`config.mk`:
```
export PLATFORM = sky130hd
export DESIGN_NAME = capture_ctrl
export DESIGN_NICKNAME = d
export VERILOG_FILES = /design/src/rtl/logicap_pkg.sv /design/src/rtl/capture_ctrl.sv
export SDC_FILE = /design/constraint.sdc
export NUM_CORES = 1
export LEC_CHECK = 0
export BUFFER_PORTS_ARGS = -buffer_cell sky130_fd_sc_hd__buf_2
export CAP_MARGIN = 0
export CORE_MARGIN = 5
export CORE_UTILIZATION = 52
export DETAILED_ROUTE_END_ITERATION = 16
export GPL_TIMING_DRIVEN = 0
export HOLD_SLACK_MARGIN = 0.15
export PLACE_DENSITY_LB_ADDON = 0.25
export SETUP_SLACK_MARGIN = 0.3
export SLEW_MARGIN = 20
export SYNTH_ARGS = -nofsm -noshare
export SYNTH_HDL_FRONTEND = slang
export SYNTH_SLANG_ARGS = --single-unit
```
`constraint.sdc`:
```
create_clock -name clk -period 2.6 [get_ports clk]
set_input_delay 0.13 -clock clk [delete_from_list [all_inputs] [get_ports clk]]
set_output_delay 0.13 -clock clk [all_outputs]
set_load 0.02 [all_outputs]
```
`src/rtl/logicap_pkg.sv`:
```
// Shared definitions for the logic-analyser capture controller: FSM states and
// error codes reported on err_code.
package logicap_pkg;

    typedef enum logic [2:0] {
        IDLE     = 3'd0,
        ARM      = 3'd1,
        PRETRIG  = 3'd2,
        POSTTRIG = 3'd3,
        DONE     = 3'd4,
        ERROR    = 3'd5
    } cap_state_t;

    localparam logic [1:0] ERR_NONE    = 2'd0;
    localparam logic [1:0] ERR_ARM_TO  = 2'd1;
    localparam logic [1:0] ERR_OVERRUN = 2'd2;

    function automatic logic is_busy(input cap_state_t s);
        return (s == ARM) || (s == PRETRIG) || (s == POSTTRIG);
    endfunction

    function automatic logic is_streaming(input cap_state_t s);
        return (s == PRETRIG) || (s == POSTTRIG);
    endfunction

endpackage

```
`src/rtl/capture_ctrl.sv`:
```
// Capture controller: arms the capture block, streams samples into a circular
// buffer until the trigger plus post_count words, and reports done/error status.
module capture_ctrl
    import logicap_pkg::*;
#(
    parameter int size    = 32,
    parameter int saddr_w = 10,
    parameter int arm_to  = 1024
) (
    input  logic               clk,
    input  logic               reset_n,
    input  logic               start,
    input  logic               abort_req,
    input  logic [saddr_w-1:0] post_count,
    output logic               cap_arm,
    output logic               cap_abort,
    input  logic               cap_armed,
    input  logic               cap_triggered,
    input  logic               cap_overrun,
    input  logic [size-1:0]    s_tdata,
    input  logic               s_tvalid,
    output logic               s_tready,
    output logic               mem_we,
    output logic [saddr_w-1:0] mem_addr,
    output logic [size-1:0]    mem_wdata,
    output logic               busy,
    output logic               done,
    output logic               error,
    output logic [1:0]         err_code,
    output logic               wrapped,
    output logic [saddr_w-1:0] trig_addr
);

    localparam int               TMO_W    = $clog2(arm_to + 1);
    localparam logic [TMO_W-1:0] TMO_LAST = TMO_W'(arm_to - 1);

    cap_state_t         state;
    cap_state_t         state_next;

    logic [saddr_w-1:0] wp;
    logic [saddr_w-1:0] wp_inc;
    logic [saddr_w-1:0] remain;
    logic [saddr_w-1:0] trig_q;
    logic [TMO_W-1:0]   tmo_cnt;
    logic               wrapped_q;
    logic [1:0]         err_q;
    logic               arm_q;
    logic               abort_q;

    logic               accept;
    logic               arm_set;
    logic               abort_set;
    logic               start_load;
    logic               trig_load;
    logic               dec_remain;
    logic               tmo_inc;
    logic               err_set;
    logic [1:0]         err_val;

    assign s_tready  = is_streaming(state);
    assign accept    = s_tvalid && s_tready;
    assign wp_inc    = wp + saddr_w'(1);

    assign mem_we    = accept;
    assign mem_addr  = wp;
    assign mem_wdata = accept ? s_tdata : '0;

    assign busy      = is_busy(state);
    assign done      = (state == DONE);
    assign error     = (state == ERROR);
    assign err_code  = err_q;
    assign wrapped   = wrapped_q;
    assign trig_addr = trig_q;
    assign cap_arm   = arm_q;
    assign cap_abort = abort_q;

    always_ff @(posedge clk or negedge reset_n) begin
        if (!reset_n) begin
            state <= IDLE;
        end else begin
            state <= state_next;
        end
    end

    // Branch order in each active state encodes the same-cycle priority:
    // abort, then overrun, then arm timeout, then trigger, then beat counting.
    always_comb begin
        state_next = state;
        arm_set    = 1'b0;
        abort_set  = 1'b0;
        start_load = 1'b0;
        trig_load  = 1'b0;
        dec_remain = 1'b0;
        tmo_inc    = 1'b0;
        err_set    = 1'b0;
        err_val    = ERR_NONE;

        case (state)
            IDLE, DONE, ERROR: begin
                if (start) begin
                    state_next = ARM;
                    arm_set    = 1'b1;
                    start_load = 1'b1;
                end
            end
            ARM: begin
                if (abort_req) begin
                    state_next = IDLE;
                    abort_set  = 1'b1;
                end else if (cap_armed) begin
                    state_next = PRETRIG;
                end else if (tmo_cnt == TMO_LAST) begin
                    state_next = ERROR;
                    abort_set  = 1'b1;
                    err_set    = 1'b1;
                    err_val    = ERR_ARM_TO;
                end else begin
                    tmo_inc = 1'b1;
                end
            end
            PRETRIG: begin
                if (abort_req) begin
                    state_next = IDLE;
                    abort_set  = 1'b1;
                end else if (cap_overrun) begin
                    state_next = ERROR;
                    abort_set  = 1'b1;
                    err_set    = 1'b1;
                    err_val    = ERR_OVERRUN;
                end else if (cap_triggered) begin
                    trig_load  = 1'b1;
                    state_next = (remain == '0) ? DONE : POSTTRIG;
                end
            end
            POSTTRIG: begin
                if (abort_req) begin
                    state_next = IDLE;
                    abort_set  = 1'b1;
                end else if (cap_overrun) begin
                    state_next = ERROR;
                    abort_set  = 1'b1;
                    err_set    = 1'b1;
                    err_val    = ERR_OVERRUN;
                end else if (accept) begin
                    dec_remain = 1'b1;
                    if (remain == saddr_w'(1)) begin
                        state_next = DONE;
                    end
                end
            end
            default: begin
                state_next = IDLE;
            end
        endcase
    end

    // A beat accepted in the trigger cycle is still pre-trigger data, so the
    // trigger address is the pointer after that beat.
    always_ff @(posedge clk or negedge reset_n) begin
        if (!reset_n) begin
            wp        <= '0;
            remain    <= '0;
            trig_q    <= '0;
            tmo_cnt   <= '0;
            wrapped_q <= 1'b0;
            err_q     <= ERR_NONE;
            arm_q     <= 1'b0;
            abort_q   <= 1'b0;
        end else begin
            arm_q   <= arm_set;
            abort_q <= abort_set;
            if (start_load) begin
                wp        <= '0;
                remain    <= post_count;
                tmo_cnt   <= '0;
                wrapped_q <= 1'b0;
                err_q     <= ERR_NONE;
            end else begin
                if (accept) begin
                    wp <= wp_inc;
                end
                if (accept && (state == PRETRIG) && (wp == '1)) begin
                    wrapped_q <= 1'b1;
                end
                if (trig_load) begin
                    trig_q <= accept ? wp_inc : wp;
                end
                if (dec_remain) begin
                    remain <= remain - saddr_w'(1);
                end
                if (tmo_inc) begin
                    tmo_cnt <= tmo_cnt + TMO_W'(1);
                end
                if (err_set) begin
                    err_q <= err_val;
                end
            end
        end
    end

endmodule

```
==> results of run 1 <==
-- metal layers --
layer	global-route usage, %	share of wire [%]
met3	4.88	5.9
met5	0	0
met4	6.59	1.3
met2	39.5	52
met1	27.8	41
-- what timing repair did --
item | CTS | global route
hold buffers | 13 | 0
endpoints found under the setup margin | 0 | 20
gates resized for setup | 0 | 4
hold endpoints to repair | 61 | 0
-- through the flow --
stage	instance area (um2)	hold WS (ns)
detailed placement	3290	0.344
global route	3560	0.293
CTS	3560	0.247
global placement	3290	0.333
floorplan	2650	-0.166
finish	3560	0.260
-- flip-flops by register name (all words and copies together) (netlist names) --
signal and flops:
wrapped 1, remain 10, cap_abort 1, mem_addr 10, tmo_cnt 11, cap_arm 1, trig_addr 10, state 3
err_code 2
-- kinds of logic (layout without fill, tap and decap cells) --
kind of cell	count (synthesis)	in the layout	synth area share, %
buffers and inverters	20	152	3.31
DFF	49	49	46.3
and+or+nand+nor	151	151	31.0
adders and majority gates	4	4	1.89
xor gates and xnor gates	25	25	8.27
AOI/OAI and AO/OA	39	39	8.12
muxes	3	3	1.13
-- placed cells by master (no fill, tap or decap), types with 5 or more instances in the layout --
cell and count:
nand2_1 34, a21oi_1 6, inv_1 5, nor3_1 9
xnor2_1 14, buf_2 114, dlygate4sd3_1 13, clkbuf_8 5
xor2_1 11, and2_1 32, o21ai_0 26, dfrtp_1 49
nor2_1 31, nand3_1 12, nand4_1 5, clkbuf_1 7
-- tightest hold or removal path, cell delays in order --
cell	delay, ns
buf_2	0.16
nor4b_2	0.08
nand3_1	0.08
nand3_1	0.06
-- power by group through the flow --
stage | Sequential [uW] | Combinational (uW) | Clock (uW)
6_report | 1010 | 975 | 654
4_1_cts | 1010 | 978 | 665
3_3_place_gp | 1020 | 940 | 0
3_5_place_dp | 1020 | 955 | 0
5_1_grt | 1030 | 1080 | 695
2_1_floorplan | 1050 | 628 | 0
-- layout make-up --
type | instances | area share [%]
repair buffers | 124 | 19.3
clock buffers | 5 | 1.93
well taps | 70 | 2.46
inverters | 6 | 0.632
multi-input cells | 222 | 37.5
clock inverters | 3 | 1.93
plain buffers | 14 | 1.90
flip-flops and latches | 49 | 34.4
-- worst paths after layout --
kind | end | depth (start not counted)
worst min register to register | trig_addr[7] | 2
worst min-delay path | state[1] | 4
worst max-delay path | mem_wdata[6] | 7
max in group asynchronous | trig_addr[7] | 2
min in group asynchronous | state[2] | 2
worst max register to register | tmo_cnt[3] | 6
-- synthesized netlist by cell type (3+ instances only) --
cell,number
dfrtp_1,49
nand2_1,34
and2_1,32
nor2_1,31
o21ai_0,26
xnor2_1,14
nand3_1,12
xor2_1,11
clkbuf_1,9
nor3_1,9
a21oi_1,6
inv_1,5
nand4_1,5
and3_1,4
buf_2,4
ha_1,4
nand2b_1,4
nor4_1,4
mux2i_1,3
==> results.sh, run 1 <==
export IMPL_synth_ff_type="dfrtp_1"
export IMPL_grt_start_max_net_pins=50
export IMPL_via_per_inst=5.12
export IMPL_worst_path_buf_inv=5
export IMPL_place_inst=472
export IMPL_path_delay_family="buffers and inverters"
export IMPL_yosys_warnings=0
export IMPL_final_min_clock_period_ns=2.12
export IMPL_worst_skew_pair_late_latency_ns=0.31
export IMPL_crit_arrival_ns=1.99
export IMPL_drt_initial_drc_count=131
export IMPL_rows=26
export IMPL_detail_route_wl_per_cell_um=14.2
export IMPL_ir_drop_mv=0.439
export IMPL_grt_overflow=0
export IMPL_power_uw=2640
export IMPL_hold_start="cap_overrun"
export IMPL_die_w_um=81.4
export IMPL_synth_seq_area_share_pct=46.3
export IMPL_async_flop_share_pct=100
export IMPL_drive_gt1_share_pct=31.9
export IMPL_cts_buffers_inserted=5
export IMPL_power_leakage_uw=0.00184
export IMPL_fin_worst_skew_ns=0.0100
export IMPL_critPathMaxFanout=10
export IMPL_grt_first_pass_wirelength_mm=11.6
export IMPL_clock_sinks=49
export IMPL_worstMarginPinSlew_ns=0.616
export IMPL_ys_ff_latch=49
export IMPL_r2r_start="tmo_cnt[0]"
export IMPL_cts_root_buffer_cell="clkbuf_8"
export IMPL_core_area_um2=5040
export IMPL_cts_setup_buffers=0
export IMPL_preCtsSetupSlack_ns=0.631
export IMPL_finalSetupTns_ns=0
export IMPL_fmaxAchievable_mhz=472
export IMPL_p_int_uw=1660
export IMPL_cp_slowest_cell="dfrtp_1"
export IMPL_vias=2523
export IMPL_clkPwrFrac_pct=24.8
export IMPL_drtAntennaViolNets=0
export IMPL_grt_pass1_vias=2503
export IMPL_synth_top_cell_by_area="dfrtp_1"
export IMPL_crit_type="reg2out"
export IMPL_layout_area_overhead_vs_synth_pct=34.6
export IMPL_p_switching_uw=979
export IMPL_nFillCells=382
export IMPL_ctsHtreeMaxLevel=2
export IMPL_setup_viol_count_final=0
export IMPL_maxCapViolations=0
export IMPL_diodes=0
export IMPL_clkTransAtPathRegs_ns=0.09
export IMPL_pwr_share_comb_pct=37.0
export IMPL_powerDensity_nw_per_um2=740
export IMPL_regArea_um2=1230
export IMPL_dieArea_um2=6620
export IMPL_synthesis_area_um2=2650
export IMPL_numPortBuffers=111
export IMPL_synthTopCellsByArea="dfrtp_1, and2_1, o21ai_0"
export IMPL_crit_top_cell="buf_2"
export IMPL_status="finished clean"
export IMPL_hold_viol=0
export IMPL_cts_tree="built"
export IMPL_syn_instance_count=291
export IMPL_gp_congestion=0.821
export IMPL_pwr_share_seq_pct=38.2
export IMPL_setup_slack_ns=0.481
export IMPL_grt_antenna_before_repair=0
export IMPL_max_slew_margin_pct=58.9
export IMPL_nets=476
export IMPL_crit_start="state[2]"
export IMPL_utilization_pct=70.7
export IMPL_pin_count=112
export IMPL_swShare_pct=37.1
export IMPL_clockBufferDepth=2
export IMPL_worstPathCellList="buf_6, and3b_1, buf_2, buf_2, clkbuf_2, and2_1, buf_2"
export IMPL_worstSetupStartpointType="flop"
export IMPL_hold_class="in2reg"
export IMPL_start_util_pct=52.5
export IMPL_multi_input_area_um2=1340
export IMPL_hpwl_mm=5.19
export IMPL_r2r_slack_ns=0.60
export IMPL_synth_top_area_share_pct=46.3
export IMPL_grtUsageTotal_pct=22.6
export IMPL_critPathMaxStageDelay_ns=0.38
export IMPL_synth_edf_count=0
export IMPL_slew_violations=0
export IMPL_cp_end_kind="output pin"
export IMPL_drt_total_wl_mm=6.98
export IMPL_rsz0062_at_grt="false"
export IMPL_post_synth_cell_area_avg_um2=9.10
export IMPL_fp_dieH_um=81.4
export IMPL_final_cell_count_no_fill=493
export IMPL_yosysUniqueCellTypes=43
export IMPL_fin_crit_sh_pct=81.5
export IMPL_route_detailed_drc=0
export IMPL_drtPass1Iterations=4
export IMPL_synth_nets=345
export IMPL_cp_required_ns=2.47
(Power assumes the default switching activity.)
==> run 2, diff against run 1 <==
CORE_UTILIZATION = 43   (was 52)
clock period = 1.8 ns   (was 2.6 ns; I/O delays follow)
==> results.sh, run 2 (synthesized netlist as in run 1, its figures left out) <==
export IMPL_fp_dieH_um=88.5
export IMPL_worst_skew_pair_late_latency_ns=0.30
export IMPL_utilization_pct=78.3
export IMPL_dieArea_um2=7830
export IMPL_worstPathCellList="buf_6, and3b_1, buf_6, buf_12, buf_8, and2_1, buf_6"
export IMPL_rows=28
export IMPL_grt_pass1_vias=2775
export IMPL_violations="setup timing"
export IMPL_setup_slack_ns=-0.0525
export IMPL_stdcell_area_um2=4660
export IMPL_grt_first_pass_wirelength_mm=13.4
export IMPL_final_min_clock_period_ns=1.85
export IMPL_gp_congestion=0.824
export IMPL_slew_violations=0
export IMPL_regMostFlops="tmo_cnt"
export IMPL_mostFrequentLayoutCells="buf_2, dfrtp_1, buf_6, buf_4, nor2_1"
export IMPL_maxCapViolations=0
export IMPL_drive_gt1_share_pct=55.8
export IMPL_power_leakage_uw=0.00225
export IMPL_pwr_share_seq_pct=32.9
export IMPL_crit_top_cell="buf_6"
export IMPL_worstMarginPinSlew_ns=0.627
export IMPL_nets=512
export IMPL_drtPass1Iterations=4
export IMPL_path_delay_family="buffers and inverters"
export IMPL_core_area_um2=5960
export IMPL_grt_overflow=0
export IMPL_ctsHtreeMaxLevel=2
export IMPL_critPathMaxFanout=6
export IMPL_placed_area_um2=3330
export IMPL_clockBufferDepth=2
export IMPL_powerDensity_nw_per_um2=993
export IMPL_hpwl_mm=5.38
export IMPL_setup_viol_count_final=27
export IMPL_cp_required_ns=1.71
export IMPL_cts_tree="built"
export IMPL_p_switching_uw=1810
export IMPL_cts_buffers_inserted=5
export IMPL_clock_sinks=49
export IMPL_grt_antenna_before_repair=0
export IMPL_clkPwrFrac_pct=18.2
export IMPL_diodes=0
export IMPL_grtUsageTotal_pct=21.9
export IMPL_worst_path_buf_inv=5
export IMPL_rsz0062_at_grt="true"
export IMPL_vias=2859
export IMPL_grt_start_max_net_pins=50
export IMPL_pwr_share_comb_pct=48.9
export IMPL_via_per_inst=5.35
export IMPL_status="complete, but fails checks"
export IMPL_hold_class="in2reg"
export IMPL_clkTransAtPathRegs_ns=0.10
export IMPL_numPortBuffers=111
export IMPL_nFillCells=358
export IMPL_p_int_uw=2820
export IMPL_final_common_cell="buf_2"
export IMPL_hold_slack_ns=0.202
export IMPL_die_w_um=88.5
export IMPL_max_slew_margin_pct=58.2
export IMPL_crit_type="reg2out"
export IMPL_swShare_pct=39.1
export IMPL_fin_worst_skew_ns=0.0106
export IMPL_fin_crit_sh_pct=103
export IMPL_worstSetupStartpointType="flop"
export IMPL_drtAntennaViolNets=0
export IMPL_pin_count=112
export IMPL_layout_area_overhead_vs_synth_pct=76.1
export IMPL_largest_reg_flops=11
export IMPL_hold_viol=0
export IMPL_drt_initial_drc_count=132
export IMPL_start_util_pct=44.5
export IMPL_fmaxAchievable_mhz=540
export IMPL_cts_root_buffer_cell="clkbuf_8"
export IMPL_cp_slowest_cell="dfrtp_1"
export IMPL_crit_arrival_ns=1.76
export IMPL_detail_route_wl_per_cell_um=18.3
export IMPL_ir_drop_mv=0.865
export IMPL_critPathMaxStageDelay_ns=0.40
export IMPL_cp_end_kind="output pin"
export IMPL_drt_total_wl_mm=9.76
export IMPL_route_detailed_drc=0
run 2: worst reg2reg max path, delay by kind of cell, from the launching register on:
kind | cells | cell delay (ns)
flip-flops | 1 | 0.40
AO/OA/AOI/OAI | 1 | 0.08
AND/OR/NAND/NOR | 3 | 0.78
buffers and inverters | 2 | 0.29
XOR/XNOR | 1 | 0.18
run 2: metrics by stage:
step	setup TNS [ns]	instances	total power [uW]	setup WS, ns
2_1_floorplan	0	291	2430	0.206
3_3_place_gp	-0.0955	477	2850	-0.0481
3_5_place_dp	-0.171	477	2870	-0.0563
4_1_cts	0	524	4230	0.0233
5_1_grt	-1.71	534	4870	-0.0893
6_report	-0.437	534	4630	-0.0525
run 2: final timing paths:
kind / startpoint / end / slack (ns) / cells past startpoint
max in group asynchronous: reset_n / trig_addr[4] / 1.03 / 2
worst min-delay path: cap_triggered / state[1] / 0.20 / 4
worst min register to register: trig_addr[5] / trig_addr[5] / 0.49 / 2
worst max register to register: state[2] / remain[6] / -0.05 / 7
min in group asynchronous: reset_n / tmo_cnt[2] / 0.33 / 2
worst max-delay path: state[2] / mem_wdata[15] / -0.05 / 7
run 2: layer usage:
layer | share of wire, % | global-route usage [%] | vias up
li1 | - | - | 1313
met1 | 38 | 28.1 | 1396
met2 | 54 | 37.9 | 122
met3 | 6.2 | 3.35 | 28
met4 | 2.4 | 7.14 | 0
met5 | 0 | 0 | -
run 2: area by class of cell:
| class | count | area [um2] | share of cell area, % |
|---|---|---|---|
| multi-input cells | 222 | 1840 | 39.4 |
| flip-flops and latches | 49 | 1230 | 26.3 |
| repair buffers | 160 | 1210 | 26.0 |
| plain buffers | 14 | 148 | 3.17 |
| well taps | 75 | 93.8 | 2.01 |
| clock buffers | 6 | 82.6 | 1.77 |
| clock inverters | 2 | 37.5 | 0.805 |
| inverters | 6 | 22.5 | 0.483 |
run 2: what timing repair did:
item                       4_1_cts  5_1_grt
setup endpoints to repair       81       83
hold endpoints to repair        62        0
gates cloned                     3        0
hold buffers                    13        0
resized for setup              153       76
setup buffers                   23       10
pin swaps                       50       33
run 2: power groups by stage:
stage	sequential, uW	clock (uW)	combinational (uW)
detailed placement	1480	0	1400
finish	1520	843	2270
CTS	1490	843	1900
global placement	1470	0	1380
floorplan	1510	0	913
global route	1540	894	2430
